## config.mk

```make
export PLATFORM = sky130hd
export DESIGN_NAME = qspi_mem_responder_flat
export DESIGN_NICKNAME = d
export VERILOG_FILES = /design/src/rtl/qspi_mem_responder_if.sv /design/src/rtl/qspi_mem_responder.sv /design/src/flat_wrapper.sv
export SDC_FILE = /design/constraint.sdc
export NUM_CORES = 1
export LEC_CHECK = 0
export ABC_AREA = 1
export CAP_MARGIN = 20
export CORE_UTILIZATION = 50
export DETAILED_ROUTE_END_ITERATION = 7
export PLACE_DENSITY = 0.7
export SETUP_SLACK_MARGIN = 0.05
export SLEW_MARGIN = 20
export SYNTH_ARGS = -nofsm -noshare
export SYNTH_HDL_FRONTEND = slang
export SYNTH_SLANG_ARGS = --single-unit
```

## constraint.sdc

```tcl
create_clock -name clk -period 3 [get_ports clk]
set_input_delay 0.45 -clock clk [delete_from_list [all_inputs] [get_ports clk]]
set_output_delay 0.45 -clock clk [all_outputs]
set_load 0.005 [all_outputs]
```

## src/rtl/qspi_mem_responder_if.sv

```systemverilog
// Quad-SPI target pins plus byte-wide memory port of the QSPI RAM responder.
interface qspi_mem_responder_if #(
  parameter int unsigned ADDR_BITS = 24
);
  logic                 spi_clk;
  logic                 spi_select;
  logic [3:0]           spi_data_in;
  logic [3:0]           spi_data_out;
  logic [3:0]           spi_data_oe;
  logic [ADDR_BITS-1:0] mem_addr;
  logic                 mem_re;
  logic [7:0]           mem_rdata;
  logic                 mem_we;
  logic [7:0]           mem_wdata;

  modport slave (
    input  spi_clk, spi_select, spi_data_in, mem_rdata,
    output spi_data_out, spi_data_oe, mem_addr, mem_re, mem_we, mem_wdata
  );

  modport master (
    output spi_clk, spi_select, spi_data_in, mem_rdata,
    input  spi_data_out, spi_data_oe, mem_addr, mem_re, mem_we, mem_wdata
  );
endinterface

```

## src/rtl/qspi_mem_responder.sv

```systemverilog
// QSPI RAM target for the TinyQV controller: decodes 0x02 write / 0x0B read with an
// oversampled spi_clk and drives a byte-wide memory port with one-cycle strobes.
module qspi_mem_responder #(
  parameter int unsigned ADDR_BITS    = 24,
  parameter int unsigned DUMMY_CYCLES = 4
) (
  input  logic                clk,
  input  logic                rst,
  qspi_mem_responder_if.slave bus,
  output logic                busy
);
  localparam int unsigned DC_W = (DUMMY_CYCLES > 1) ? $clog2(DUMMY_CYCLES) : 1;

  localparam logic [2:0] IDLE   = 3'd0;
  localparam logic [2:0] CMD    = 3'd1;
  localparam logic [2:0] ADDR   = 3'd2;
  localparam logic [2:0] DUMMY  = 3'd3;
  localparam logic [2:0] RDATA  = 3'd4;
  localparam logic [2:0] WDATA  = 3'd5;
  localparam logic [2:0] IGNORE = 3'd6;

  logic [2:0]           state_q, state_d;
  logic                 clk_q, sel_q, re_dly_q;
  logic [19:0]          shift_q, shift_d;
  logic [2:0]           cnt_q, cnt_d;
  logic [DC_W-1:0]      dum_q, dum_d;
  logic                 is_read_q, is_read_d;
  logic                 lo_q, lo_d;
  logic [3:0]           whi_q, whi_d;
  logic [7:0]           cur_q, cur_d, next_q, next_d;
  logic                 rd_next_q, rd_next_d;
  logic [ADDR_BITS-1:0] addr_q, addr_d;
  logic                 mem_re_q, mem_re_d, mem_we_q, mem_we_d;
  logic [7:0]           wdata_q, wdata_d;
  logic [3:0]           dout_q, dout_d, oe_q, oe_d;
  logic                 busy_q, busy_d;

  logic                 rise, fall, sel_fall;
  logic [23:0]          nib_word;
  logic [7:0]           cur_val, next_val;

  // Next-state and datapath decode; deselect overrides everything else.
  always_comb begin
    rise      = bus.spi_clk && !clk_q;
    fall      = !bus.spi_clk && clk_q;
    sel_fall  = !bus.spi_select && sel_q;
    nib_word  = {shift_q, bus.spi_data_in};
    // Forward read data arriving this cycle so back-to-back nibbles never see stale bytes.
    cur_val   = (re_dly_q && !rd_next_q) ? bus.mem_rdata : cur_q;
    next_val  = (re_dly_q && rd_next_q)  ? bus.mem_rdata : next_q;

    state_d   = state_q;
    shift_d   = shift_q;
    cnt_d     = cnt_q;
    dum_d     = dum_q;
    is_read_d = is_read_q;
    lo_d      = lo_q;
    whi_d     = whi_q;
    cur_d     = cur_q;
    next_d    = next_q;
    rd_next_d = rd_next_q;
    addr_d    = addr_q;
    mem_re_d  = 1'b0;
    mem_we_d  = 1'b0;
    wdata_d   = wdata_q;
    dout_d    = dout_q;
    oe_d      = (state_q == RDATA) ? oe_q : 4'h0;

    if (re_dly_q && (state_q == DUMMY || state_q == RDATA)) begin
      if (rd_next_q) next_d = bus.mem_rdata;
      else           cur_d  = bus.mem_rdata;
    end
    // Write address advances the cycle after the strobe.
    if (mem_we_q) addr_d = addr_q + ADDR_BITS'(1);

    if (bus.spi_select) begin
      state_d = IDLE;
      oe_d    = 4'h0;
    end else begin
      unique case (state_q)
        IDLE: if (sel_fall) begin
          state_d = CMD;
          cnt_d   = 3'd0;
        end
        CMD: if (rise) begin
          shift_d = nib_word[19:0];
          cnt_d   = cnt_q + 3'd1;
          if (cnt_q == 3'd1) begin
            cnt_d = 3'd0;
            case (nib_word[7:0])
              8'h02:   begin state_d = ADDR; is_read_d = 1'b0; end
              8'h0B:   begin state_d = ADDR; is_read_d = 1'b1; end
              default: state_d = IGNORE;
            endcase
          end
        end
        ADDR: if (rise) begin
          shift_d = nib_word[19:0];
          cnt_d   = cnt_q + 3'd1;
          if (cnt_q == 3'd5) begin
            cnt_d  = 3'd0;
            addr_d = ADDR_BITS'(nib_word);
            lo_d   = 1'b0;
            dum_d  = '0;
            if (is_read_q) begin
              state_d   = DUMMY;
              mem_re_d  = 1'b1;
              rd_next_d = 1'b0;
            end else begin
              state_d = WDATA;
            end
          end
        end
        DUMMY: if (rise) begin
          if (dum_q == DC_W'(DUMMY_CYCLES - 1)) begin
            state_d = RDATA;
            lo_d    = 1'b0;
          end else begin
            dum_d = dum_q + DC_W'(1);
          end
        end
        RDATA: if (fall) begin
          oe_d = 4'hF;
          if (!lo_q) begin
            dout_d    = cur_val[7:4];
            addr_d    = addr_q + ADDR_BITS'(1);
            mem_re_d  = 1'b1;
            rd_next_d = 1'b1;
            lo_d      = 1'b1;
          end else begin
            dout_d = cur_val[3:0];
            cur_d  = next_val;
            lo_d   = 1'b0;
          end
        end
        WDATA: if (rise) begin
          if (!lo_q) begin
            whi_d = bus.spi_data_in;
            lo_d  = 1'b1;
          end else begin
            wdata_d  = {whi_q, bus.spi_data_in};
            mem_we_d = 1'b1;
            lo_d     = 1'b0;
          end
        end
        IGNORE: state_d = IGNORE;
        default: state_d = IDLE;
      endcase
    end

    busy_d = (state_d != IDLE);
  end

  always_ff @(posedge clk) begin
    if (rst) begin
      state_q   <= IDLE;
      clk_q     <= 1'b0;
      sel_q     <= 1'b0;
      re_dly_q  <= 1'b0;
      shift_q   <= '0;
      cnt_q     <= '0;
      dum_q     <= '0;
      is_read_q <= 1'b0;
      lo_q      <= 1'b0;
      whi_q     <= '0;
      cur_q     <= '0;
      next_q    <= '0;
      rd_next_q <= 1'b0;
      addr_q    <= '0;
      mem_re_q  <= 1'b0;
      mem_we_q  <= 1'b0;
      wdata_q   <= '0;
      dout_q    <= '0;
      oe_q      <= '0;
      busy_q    <= 1'b0;
    end else begin
      state_q   <= state_d;
      clk_q     <= bus.spi_clk;
      sel_q     <= bus.spi_select;
      re_dly_q  <= mem_re_q;
      shift_q   <= shift_d;
      cnt_q     <= cnt_d;
      dum_q     <= dum_d;
      is_read_q <= is_read_d;
      lo_q      <= lo_d;
      whi_q     <= whi_d;
      cur_q     <= cur_d;
      next_q    <= next_d;
      rd_next_q <= rd_next_d;
      addr_q    <= addr_d;
      mem_re_q  <= mem_re_d;
      mem_we_q  <= mem_we_d;
      wdata_q   <= wdata_d;
      dout_q    <= dout_d;
      oe_q      <= oe_d;
      busy_q    <= busy_d;
    end
  end

  assign bus.spi_data_out = dout_q;
  assign bus.spi_data_oe  = oe_q;
  assign bus.mem_addr     = addr_q;
  assign bus.mem_re       = mem_re_q;
  assign bus.mem_we       = mem_we_q;
  assign bus.mem_wdata    = wdata_q;
  assign busy             = busy_q;
endmodule

```

## src/flat_wrapper.sv

```systemverilog
// flat-port wrapper written by rule: the top's interface ports become plain ports
module qspi_mem_responder_flat 
#(
  parameter int unsigned ADDR_BITS    = 24,
  parameter int unsigned DUMMY_CYCLES = 4
)
  (clk, rst, busy, bus_spi_clk, bus_spi_select, bus_spi_data_in, bus_mem_rdata, bus_spi_data_out, bus_spi_data_oe, bus_mem_addr, bus_mem_re, bus_mem_we, bus_mem_wdata);
  qspi_mem_responder_if #(.ADDR_BITS(ADDR_BITS)) bus_i ();
  input  logic clk;
  input  logic rst;
  output logic busy;
  input wire logic [$bits(bus_i.spi_clk)-1:0] bus_spi_clk;
  input wire logic [$bits(bus_i.spi_select)-1:0] bus_spi_select;
  input wire logic [$bits(bus_i.spi_data_in)-1:0] bus_spi_data_in;
  input wire logic [$bits(bus_i.mem_rdata)-1:0] bus_mem_rdata;
  output wire logic [$bits(bus_i.spi_data_out)-1:0] bus_spi_data_out;
  output wire logic [$bits(bus_i.spi_data_oe)-1:0] bus_spi_data_oe;
  output wire logic [$bits(bus_i.mem_addr)-1:0] bus_mem_addr;
  output wire logic [$bits(bus_i.mem_re)-1:0] bus_mem_re;
  output wire logic [$bits(bus_i.mem_we)-1:0] bus_mem_we;
  output wire logic [$bits(bus_i.mem_wdata)-1:0] bus_mem_wdata;
  assign bus_i.spi_clk = bus_spi_clk;
  assign bus_i.spi_select = bus_spi_select;
  assign bus_i.spi_data_in = bus_spi_data_in;
  assign bus_i.mem_rdata = bus_mem_rdata;
  assign bus_spi_data_out = bus_i.spi_data_out;
  assign bus_spi_data_oe = bus_i.spi_data_oe;
  assign bus_mem_addr = bus_i.mem_addr;
  assign bus_mem_re = bus_i.mem_re;
  assign bus_mem_we = bus_i.mem_we;
  assign bus_mem_wdata = bus_i.mem_wdata;
  qspi_mem_responder #(.ADDR_BITS(ADDR_BITS), .DUMMY_CYCLES(DUMMY_CYCLES)) u_core (.clk(clk), .rst(rst), .bus(bus_i), .busy(busy));
endmodule
```

==> reports/results.ini, run 1 <==
[final_layout]
postLayoutCoreUtil_pct=59.8
antennaDiodeCount=0
nets=878
drive_gt1_share_pct=5.79
synthToLayoutAreaGrowth_pct=15.7

[global_route]
grt_pass1_wl_microns=23600
grt_pass1_vias=4983
grt_usage_pct=26.7
grt_max_degree=33
grt_overflow=0
antenna_found_initial=0

[setup_path]
cp-start-kind=primary input
cp.arrival_ps=2580
cp_max_fo=13
cp-end-kind=register
path_class=in -> reg
cp.required_ps=3330

[clock_network]
clockBufferDepth=2
clk_latency_ps=380
cts_setup_buffers=0
root_buffer=clkbuf_8
cts_resized=0
h-tree-depth=3
cts_tree=yes
clock_sinks=97
cts_made_buffers=9
hold_buffers=0
cts.clk_slew.worst_paths_ps=100

[logic_synthesis]
synth_xor_area_share_pct=1.64
synthMuxAreaShare_pct=0.187
syn_nets=834
yosys.area.top_type=dfxtp_1
yosys-top-cells-area=dfxtp_1, nand2_1, o21ai_0, nor2_1, inv_1
netlist_area_sq_um=5340
ys_seq_area_share_pct=36.4
synth-adder-area-share_pct=0.937
yosysWarnings=0
synthFlopType=dfxtp_1
synth_compound_area_share_pct=18.2
netlist_top_cells_count=nand2_1, nor2_1, dfxtp_1
ys_ff_latch=97
synth-simple-area-share_pct=32.4
synth_top_family_by_area=simple AND/OR/NAND/NOR gates
synth_top_area_share_pct=36.4
yosysMostFrequentCell=nand2_1
synth-edff-count=0
postSynthCellCount=814
syn_area_per_cell_sq_um=6.56
async_reset_ff_share_pct=0
ys_types=44

[routing]
detail_route.vias_per_cell=5.46
postRouteAntennaNets=0
drc=0
via_count=5459
drt_iter0_markers=312
wl_microns=14300
routedWlPerCell_microns=14.3
firstDrtPassIters=5

[floorplan]
initial_core_util_pct=51.7
num_rows=37
die_h_microns=105
fp.dieArea_sq_um=11100
core_area_sq_um=10300
io_pins=59
die_x_microns=105

[place]
place.port_buffers=58
gp_congestion=0.889
hpwl_microns=10500

[run]
cap_viol_max_count=0

[status]
outcome=finished clean

[sta]
finalHoldViolations=0
worstMarginPinSlew_ps=755
fin_skew_ps=11.2
rsz0062_at_grt=false
finalSetupViolCount=0
finalCritPeriodShare_pct=75.1
drv_slew=0
fmax_ghz=0.444
hold_slack_ps=450
tns_ps=0
slew_headroom_pct=49.4
min_period_ps=2250

[power_and_ir_drop]
powerDensity_nw_per_um2=390
irDropWorstVdd_mv=0.323
p_leak_nw=2.63

[min_path]
hold_path_class=reg -> reg

[metrics by stage]
| step | setup WS [ps] | total power, W | area, sq um | std cells |
|---|---|---|---|---|
| after floorplan | 1380 | 0.00138 | 5340 | 814 |
| after global placement | 496 | 0.00142 | 5940 | 983 |
| after detailed placement | 453 | 0.00143 | 5940 | 983 |
| after CTS | 795 | 0.00243 | 6180 | 999 |
| after global routing | 568 | 0.00249 | 6180 | 999 |
| final | 746 | 0.00241 | 6180 | 999 |
[routing by layer]
metal	global-route usage (%)	share of wire [%]
met1	31.6	43
met2	46.2	49
met3	4.08	4.1
met4	14.3	3.8
met5	0	0
[where the power goes]
| part | switching (W) | internal, W | leakage (nW) | total, W |
|---|---|---|---|---|
| Clock | 0.000521 | 0.000488 | 0.119 | 0.00101 |
| Sequential | 0.00000428 | 0.00129 | 0.782 | 0.00130 |
| Combinational | 0.0000657 | 0.0000347 | 1.73 | 0.000100 |
[cell families (layout without fill, tap and decap cells)]
family / after synthesis / count (layout)
muxes: 1 / 1
DFF: 97 / 97
and+or+nand+nor: 406 / 406
adders and majority gates: 4 / 4
buffers and inverters: 122 / 171
AOI/OAI and AO/OA: 174 / 174
xor gates and xnor gates: 10 / 10
[area by class of cell]
class | count | area, sq um
Clock inverter | 7 | 114
Multi-Input combinational cell | 595 | 2850
Inverter | 91 | 350
Tap cell | 136 | 170
Clock buffer | 9 | 124
Timing Repair Buffer | 64 | 626
Sequential cell | 97 | 1940
Fill cell | 1033 | 4150
[state kept, by name (all words and copies together), names as in the netlist]
signal,cells
u_core.bus.spi_data_out,4
u_core.is_read_q,1
u_core.cnt_q,3
u_core.bus.mem_re,1
u_core.clk_q,1
u_core.shift_q,20
u_core.busy,1
u_core.rd_next_q,1
u_core.re_dly_q,1
u_core.whi_q,4
u_core.next_q,8
u_core.state_q,3
u_core.cur_q,8
u_core.lo_q,1
u_core.bus.mem_addr,24
u_core.bus.spi_data_oe,4
u_core.bus.mem_we,1
u_core.dum_q,2
u_core.bus.mem_wdata,8
u_core.sel_q,1
[cells in the final DEF, fill, tap and decap left out, types with 11 or more instances in the layout]
cell	count
nor2_1	104
dfxtp_1	97
a21oi_1	44
nand2_1	211
nand4_1	11
o211ai_1	11
o21ai_0	87
clkdlybuf4s50_1	58
inv_1	84
nand3_1	55
[path summary, 6_finish.rpt]
kind	cells past startpoint	start	slack, ps	endpoint
max	9	bus_spi_clk	750	u_core.bus.mem_addr[17]
max reg2reg	6	u_core.state_q[2]	760	u_core.bus.mem_addr[17]
min	2	u_core.bus.mem_re	450	u_core.re_dly_q
min reg2reg	2	u_core.bus.mem_re	450	u_core.re_dly_q
[critical path: stages]
cell and delay [ps]:
clkdlybuf4s50_1 500, inv_1 70, nand2_1 80, nor2_1 80, o21ai_2 590, o21ai_1 330, a21oi_1 220, o21ai_0 150
nand2_1 100
Note: power is estimated with default switching activity, not from simulation.
==> run 2: changes to the inputs <==
- PLACE_DENSITY: 0.7 -> 0.73
- clock period: 3 -> 1.8 ns (I/O delays scaled with it)
==> reports/results.ini, run 2 (synthesis gave the netlist of run 1 again) <==
[min_path]
worstHoldStart=u_core.bus.mem_re  ; unchanged
holdPathStages=2  ; unchanged
hold_path_class=reg -> reg  ; unchanged
min_to=u_core.re_dly_q  ; unchanged

[sta]
min_period_ps=1720
slew_headroom_pct=71.2  ; was 49.4%
finalHoldViolations=0  ; unchanged
fin_skew_ps=12.3  ; was 11.2 ps
drv_slew=0  ; unchanged
finalSetupViolCount=0  ; unchanged
rsz0062_at_grt=true  ; was false
finalCritPeriodShare_pct=95.4
fmax_ghz=0.582
worstMarginPinSlew_ps=430  ; was 755 ps
tns_ps=0  ; unchanged

[place]
placed_area_sq_um=6250  ; was 5940 sq um
place.port_buffers=58  ; unchanged
hpwl_microns=11000  ; was 10500 microns
gp_congestion=0.880  ; was 0.889

[global_route]
grt_pass1_wl_microns=24200  ; was 23600 microns
grt_max_degree=36  ; was 33
grt_pass1_vias=5211  ; was 4983
use_met2_pct=46.8  ; was 46.2%
top_usage_layer=met2  ; unchanged
met1_usage_pct=32.5  ; was 31.6%
grt_usage_pct=27.5  ; was 26.7%
met3_usage_pct=3.83  ; was 4.08%
grt_overflow=0  ; unchanged
antenna_found_initial=0  ; unchanged

[setup_path]
crit_chain=buf_12 -> clkdlybuf4s50_1  ; was clkdlybuf4s50_1 -> inv_1 -> nand2_1 -> nor2_1 -> o21ai_2 -> o21ai_1 -> a21oi_1 -> o21ai_0 -> nand2_1
cp_max_fo=12  ; was 13
cp.arrival_ps=1450  ; was 2580 ps
cpMaxStageDelayCell=clkdlybuf4s50_1  ; was o21ai_2
r2r-end=u_core.bus.mem_addr[17]  ; unchanged
slowest_delay_ps=510  ; was 590 ps
path_class=reg -> out  ; was in -> reg
reg2reg_from=u_core.bus.mem_addr[0]  ; was u_core.state_q[2]
r2r_cells=12  ; was 6
r2r_setup_slack_ps=160  ; was 760 ps
cp.required_ps=1530  ; was 3330 ps
cp-end-kind=output pin  ; was register
cp-start-kind=register  ; was primary input

[clock_network]
clk_latency_ps=400  ; was 380 ps
root_buffer=clkbuf_8  ; unchanged
cts_tree=yes  ; unchanged
cts_made_buffers=9  ; unchanged
cts.clk_slew.worst_paths_ps=100  ; about the same
h-tree-depth=3  ; unchanged
clockBufferDepth=2  ; unchanged
clock_sinks=97  ; unchanged

[floorplan]
io_pins=59  ; unchanged
initial_core_util_pct=51.7  ; unchanged
die_x_microns=105  ; unchanged
core_area_sq_um=10300  ; unchanged
num_rows=37  ; unchanged
fp.dieArea_sq_um=11100  ; unchanged
die_h_microns=105  ; unchanged

[final_layout]
final_cell_mix=nand2_1, nor2_1, dfxtp_1  ; unchanged
antennaDiodeCount=0  ; unchanged
nets=919  ; was 878
synthToLayoutAreaGrowth_pct=24.4  ; was 15.7%
layout_commonest_cell=nand2_1  ; unchanged
largest_reg_flops=24  ; unchanged
drive_gt1_share_pct=13.3  ; was 5.79%
design_area_sq_um=6640  ; was 6180 sq um

[power_and_ir_drop]
irDropWorstVdd_mv=0.544  ; was 0.323 mV
powerDensity_nw_per_um2=596  ; was 390 nW/um^2
combPwrFrac_pct=5.0  ; was 4.2%
p_seq_share_pct=54.6  ; was 53.9%
netSwitchingFraction_pct=26.2  ; was 24.6%
p_clk_share_pct=40.4  ; was 41.9%
p_leak_nw=2.87  ; was 2.63 nW
internal-power_w=0.00292  ; was 0.00182 W
p_sw_w=0.00104  ; was 0.000591 W

[status]
outcome=finished clean  ; unchanged

[routing]
wl_microns=14900  ; was 14300 microns
drt_iter0_markers=317  ; was 312
via_count=5659  ; was 5459
routedWlPerCell_microns=14.3  ; about the same
detail_route.vias_per_cell=5.44  ; was 5.46
firstDrtPassIters=5  ; unchanged
drc=0  ; unchanged
postRouteAntennaNets=0  ; unchanged

[run]
cap_viol_max_count=0  ; unchanged

[run 2: cell count changes in the layout (fill, tap and decap cells not counted), moves of 3 or more]
cell	previous run	this run
dfxtp_1	97	85
dfxtp_2	0	11
nor2_2	5	8
buf_12	0	4
o21ai_1	5	10
nor2_4	2	7
nor2_1	104	96
buf_4	6	41
o21ai_0	87	81
nand2_1	211	208
[run 2: power by group through the flow]
stage,clock network [W],registers [W],logic [W]
floorplan,0,0.00221,0.0000945
global placement,0,0.00221,0.000191
detailed placement,0,0.00221,0.000194
CTS,0.00163,0.00216,0.000195
global route,0.00172,0.00216,0.000217
finish,0.00160,0.00216,0.000199
[run 2: critical path: cells and delay by family (launching register included)]
family   cells  cell delay (ps)
buf+inv      2              660
flops        1              400
[run 2: worst max path at each step]
stage          slack, ps                       to  cells after the start                     from
2_1_floorplan        180  u_core.bus.mem_addr[12]                     12   u_core.bus.mem_addr[0]
3_3_place_gp         -70   u_core.bus.mem_addr[6]                      9              bus_spi_clk
3_5_place_dp        -130   u_core.bus.mem_addr[6]                      9              bus_spi_clk
4_1_cts               50               bus_mem_we                      2        u_core.bus.mem_we
5_1_grt               40         bus_mem_addr[16]                      1  u_core.bus.mem_addr[16]
6_report              80               bus_mem_we                      2        u_core.bus.mem_we
[run 2: routing by layer]
| metal | up-vias | wire (microns) |
|---|---|---|
| li1 | 2814 | - |
| met1 | 2612 | 6220 |
| met2 | 190 | 7280 |
| met3 | 43 | 774 |
| met4 | 0 | 630 |
| met5 | - | 0 |
[run 2: final cells by class]
type / instances / area [sq um]
Sequential cell: 97 / 1960
Multi-Input combinational cell: 595 / 2940
Timing Repair Buffer: 105 / 1000
Tap cell: 136 / 170
Fill cell: 938 / 3680
Clock inverter: 7 / 96.3
Clock buffer: 9 / 124
Inverter: 91 / 350
[run 2: stage by stage]
stage	std cells	hold WS (ps)	total power, W	setup WS [ps]	util (%)
2_1_floorplan	814	395	0.00230	178	-
3_3_place_gp	1021	451	0.00240	-66.9	60.5
3_5_place_dp	1021	457	0.00240	-130	60.5
4_1_cts	1037	473	0.00399	52.6	62.9
5_1_grt	1040	502	0.00410	37.0	64.3
6_report	1040	472	0.00396	82.5	64.3
[run 2: repair_timing]
action,4_1_cts,5_1_grt
cloned,0,1
hold buffers,0,0
endpoints found under the setup margin,5,66
setup buffers,0,2
pin swaps,0,4
gates resized for setup,7,40
